`src/rtl/barrel_shift.sv`:
```
// ---------------------------------------------------------------------------
// barrel_shift -- registered logarithmic barrel rotator
//
// Rotates the data word `a` by `amt` bit positions, right when `direction`
// is 1 and left when it is 0. The result is a pure circular rotate, so no
// bits are lost and nothing is shifted in.
//
// Rotate right is y[i] = a[(i + amt) mod WIDTH].
// Rotate left is y[i] = a[(i - amt) mod WIDTH].
//
// Only one rotate-right network is built. A left rotate bit-reverses the
// word on the way in and again on the way out, which mirrors the right
// network into a left one.
//
// The network has AMT_W stages. Stage k rotates right by 2**k when
// amt[k] = 1. The stages are grouped into two parts:
//   * the "front" part holds the 1- and 2-position stages;
//   * the "back" part holds the remaining stages.
//
// Parameters
//   WIDTH  data width; a power of two from 2 to 64
//   AMT_W  shift-amount width; must equal log2(WIDTH)
//
// Ports
//   clk        in   rising-edge clock
//   reset      in   synchronous active-high reset; clears y and all
//                   pipeline registers
//   a          in   [WIDTH-1:0]  data word to rotate
//   amt        in   [AMT_W-1:0]  rotate distance, 0..WIDTH-1
//   direction  in   1 = rotate right (toward LSB), 0 = rotate left
//   y          out  [WIDTH-1:0]  registered rotate result
//
// Configuration macro: BARREL_SHIFT_PIPE_EN
//   Undefined (default): latency is 1 cycle.
//   Defined: the front-part output is registered, together with
//   direction and amt, before the back part. Latency becomes 2 cycles
//   and a new result is still produced every cycle.
// ---------------------------------------------------------------------------
module barrel_shift #(
    parameter int WIDTH = 8,
    parameter int AMT_W = 3
) (
    input  logic             clk,
    input  logic             reset,
    input  logic [WIDTH-1:0] a,
    input  logic [AMT_W-1:0] amt,
    input  logic             direction,
    output logic [WIDTH-1:0] y
);

    // Number of stages in the front part (the 1- and 2-position stages).
    // For narrow words this covers every stage.
    localparam int SPLIT = (AMT_W < 2) ? AMT_W : 2;

    // Mirror a word end-for-end. This turns the right network into a left one.
    function automatic logic [WIDTH-1:0] bit_rev(input logic [WIDTH-1:0] v);
        logic [WIDTH-1:0] r;
        for (int i = 0; i < WIDTH; i++) begin
            r[i] = v[WIDTH-1-i];
        end
        return r;
    endfunction

    logic [WIDTH-1:0] front_s [0:SPLIT];
    logic [WIDTH-1:0] back_s  [SPLIT:AMT_W];
    logic [WIDTH-1:0] mid_s;
    logic [AMT_W-1:0] amt_back_s;
    logic             dir_back_s;
    logic [AMT_W-1:0] amt_stage_s;
    logic [WIDTH-1:0] y_d;
    logic [WIDTH-1:0] y_q;

    // Stage select bits. Front stages take amt directly; back stages take
    // the copy of amt that travels with the data (delayed when the
    // pipeline register is present).
    always_comb begin
        amt_stage_s = amt_back_s;
        for (int k = 0; k < SPLIT; k++) begin
            amt_stage_s[k] = amt[k];
        end
    end

    // Left rotates enter the right network mirrored.
    assign front_s[0] = direction ? a : bit_rev(a);

    genvar k;
    generate
        for (k = 0; k < SPLIT; k++) begin : g_front
            localparam int SH = 1 << k;
            // A rotate right by SH moves the low SH bits to the top.
            assign front_s[k+1] = amt_stage_s[k]
                ? {front_s[k][SH-1:0], front_s[k][WIDTH-1:SH]}
                : front_s[k];
        end

        for (k = SPLIT; k < AMT_W; k++) begin : g_back
            localparam int SH = 1 << k;
            assign back_s[k+1] = amt_stage_s[k]
                ? {back_s[k][SH-1:0], back_s[k][WIDTH-1:SH]}
                : back_s[k];
        end
    endgenerate

`ifdef BARREL_SHIFT_PIPE_EN
    logic [WIDTH-1:0] mid_q;
    logic [AMT_W-1:0] amt_mid_q;
    logic             dir_mid_q;

    // Register the front-part result. Direction and amt are registered with
    // it so the back part and the output un-mirror act on the same
    // transaction.
    always_ff @(posedge clk) begin
        if (reset) begin
            mid_q     <= '0;
            amt_mid_q <= '0;
            dir_mid_q <= 1'b0;
        end else begin
            mid_q     <= front_s[SPLIT];
            amt_mid_q <= amt;
            dir_mid_q <= direction;
        end
    end

    assign mid_s      = mid_q;
    assign amt_back_s = amt_mid_q;
    assign dir_back_s = dir_mid_q;
`else
    assign mid_s      = front_s[SPLIT];
    assign amt_back_s = amt;
    assign dir_back_s = direction;
`endif

    assign back_s[SPLIT] = mid_s;

    // Undo the input mirror for left rotates.
    assign y_d = dir_back_s ? back_s[AMT_W] : bit_rev(back_s[AMT_W]);

    // Output register. Inputs sampled during reset are discarded.
    always_ff @(posedge clk) begin
        if (reset) begin
            y_q <= '0;
        end else begin
            y_q <= y_d;
        end
    end

    assign y = y_q;

endmodule

```
`config.mk`:
```
export PLATFORM = sky130hd
export DESIGN_NAME = barrel_shift
export DESIGN_NICKNAME = d
export VERILOG_FILES = /design/src/rtl/barrel_shift.sv
export SDC_FILE = /design/constraint.sdc
export NUM_CORES = 1
export LEC_CHECK = 0
export ABC_AREA = 0
export CAP_MARGIN = 20
export CORE_AREA = 2 2 47 49
export DETAILED_ROUTE_END_ITERATION = 7
export DIE_AREA = 0 0 49 51
export GPL_ROUTABILITY_DRIVEN = 0
export HOLD_SLACK_MARGIN = 0.03
export PLACE_DENSITY = 0.71
export REMOVE_ABC_BUFFERS = 1
export SLEW_MARGIN = 25
export SYNTH_ARGS = -nofsm -noshare
export SYNTH_HDL_FRONTEND = slang
export SYNTH_SLANG_ARGS = --single-unit
```
`constraint.sdc`:
```
create_clock -name clk -period 1.7 [get_ports clk]
set_input_delay 0.17 -clock clk [delete_from_list [all_inputs] [get_ports clk]]
set_output_delay 0.17 -clock clk [all_outputs]
set_load 0.03 [all_outputs]
```
==> metrics.txt <==
CP startpoint kind=primary input; Setup Total Neg Slack=0 ns; clock-pin slew on the worst setup and hold paths=roughly 0.05 ns; global-route usage over all layers=0.166; residual DRC count=0; Pins Over Slew Limit=0; Logic pwr share=0.492; slowest CP cell=mux4_2; max incr delay on CP=slightly above 0.5 ns; largest net degree at the start of global routing=11; P&R area growth vs syn=48.5%; ANT nets after route=0; vias in the first global route=between 600 and 700; 1st-iter DRT viols=11; grt total ovfl=0; Total Power=roughly 0.69 mW; Clock Path Buffers=2; Top-Level Pins=22; Post-Synthesis Cells=57; area post-placement=between 1000 and 1500 um2; power share of the clock group=0.199; max reg flops=8; synth unique cells=19; Pwr Density=slightly below 600 nW/um2; dpl hpwl=approximately 1500 um; core area=around 2100 um2; CTS tree=yes; most used flip-flop cell after synthesis=dfxtp_1; max-cap viol count=0; global-route wire length before repair=about 3100 um; Max-Slew Margin vs Limit=0.791; Die W=approximately 49 um; Ys Warns=0; cell breakdown of the critical path=clkdlybuf4s50_1 > mux4_2 > mux4_2 > nor2b_1; total CTS buffers=3; initial antenna violation count=0; First-pass DRT Iterations=4; crit path kind=primary input to register; Final Critical Period=roughly 1.7 ns; post-CTS setup buffer count=0; peak supply drop=0.000252 V; fin crit share=0.972; fillers=slightly below 200; Final Cell Area=1170 um2; CP Data Arrival Time=approximately 1.8 ns; Max Fanout on Critical Path=6; clk root buf=clkbuf_4; Flop pwr share=0.309; share of layout cells above drive strength 1=0.402; switch share=0.304; Hold Buf Count CTS=0; Routed wire per std cell=roughly 15 um; ys async rst share=0; Worst Tran Pin Value=approximately 0.31 ns; Die Span Y=approximately 51 um; Post-Syn Area=slightly below 800 um2; fin nets=between 100 and 150; Hold Fails Final Rpt=0; run status=finished clean; RSZ-0062 raised after global routing=false; Pleak=approximately 0.48 nW; number of enable flip-flop cells after synthesis=0; final WL=1850 um; Internal=0.479 mW; Die ar.=2500 um2; Port Buf Inserts=21; H-Tree Depth=1; Min Hold Slack=0.369 ns; FP Rows=17; n_diodes=0; Critical Path End Type=register; setup violators final=0; CTS Sinks=8; NetSw=approximately 0.21 mW; Synth Area per Inst=between 10 and 15 um2; fmax=slightly above 0.6 GHz; Synth Register Bits=8; via count=approximately 700; vias per cell=between 5 and 6; CP most frequent cell=mux4_2; Crit path max-delay family=multiplexers; Non-Filler Instances=around 130; register area share after synthesis=0.203; CP required=1.83 ns; WP buf/inv=1; Hold WC Path Type=primary input to register; DP Cell Count=122; initial core utilization=0.381
[cells in the mapped netlist (2+ instances only)]
cell       n  area (um2)
mux4_2     4        90.1
nand2b_1   2        12.5
buf_2      3        15.0
a311oi_1   2        17.5
o22ai_1    7        43.8
nor2b_1    3        18.8
mux4_1    12         315
nor3_1     2        10.0
dfxtp_1    8         160
a211oi_1   3        22.5
nand2_1    3        11.3
[final timing paths]
kind / cells past startpoint / start / endpoint
hold / removal: 3 / direction / y[7]
setup / recovery: 4 / a[4] / y[4]
[metrics by stage]
stage / util / setup slack, ns
after floorplan: - / 0.0662
after global placement: 0.562 / -0.545
after detailed placement: 0.562 / -0.590
after CTS: 0.570 / 0.00934
after global routing: 0.566 / 0.00218
final: 0.566 / 0.0477
[power by group through the flow]
stage | Clock (mW) | Combinational, mW | Sequential, mW
after global routing | 0.156 | 0.362 | 0.215
final | 0.137 | 0.338 | 0.213
after CTS | 0.143 | 0.338 | 0.213
after detailed placement | 0 | 0.338 | 0.217
after global placement | 0 | 0.328 | 0.216
after floorplan | 0 | 0.126 | 0.258
[per-layer routing]
| metal | track usage | wire (um) | vias to the layer above |
|---|---|---|---|
| li1 | - | - | 334 |
| met1 | 0.168 | 650 | 329 |
| met2 | 0.320 | 1050 | 31 |
| met3 | 0.0263 | 82 | 7 |
| met4 | 0.100 | 65 | 0 |
| met5 | 0 | 0 | - |
[worst min-delay path: cells and delay by family]
kind,cells,cell delay (ns)
buffers and inverters,2,0.31
AOI/OAI and AO/OA,1,0.07
[timing repair]
action	CTS	global route
gates resized for setup	14	12
endpoints found under the setup margin	8	2
pin swaps	1	1
[cell type report]
class,count,area (um2),share of cell area
clock buffers,3,22.5,0.0193
inverters,1,3.75,0.00321
multi-input cells,43,582,0.498
flip-flops and latches,8,160,0.137
well taps,28,35.0,0.0300
repair buffers,42,365,0.313
[cells by family after synthesis]
kind of cell,synth area share
AO/OA/AOI/OAI,0.107
XOR/XNOR,0.0111
AND/OR/NAND/NOR,0.0747
flip-flops,0.203
multiplexers,0.561
buffers and inverters,0.0429
[cells in the final DEF (no fill, tap or decap)]
master,netlist,layout
clkbuf_2,0,1
clkbuf_4,0,3
nor2b_1,3,3
a311oi_1,2,2
nor3_1,2,2
mux2_2,1,1
buf_6,1,1
buf_4,0,20
mux4_1,12,7
clkdlybuf4s50_1,0,12
xor2_2,0,1
mux4_2,4,9
nand2b_1,2,2
a211oi_1,3,3
inv_1,1,1
clkdlybuf4s15_1,0,4
mux2i_1,1,1
buf_2,3,1
dlygate4sd2_1,0,1
o22ai_1,7,7
nand2_1,3,3
mux2_4,1,1
dlymetal6s2s_1,0,2
or2_2,1,1
dfxtp_1,8,8
Power figures use the tool's default switching activity.
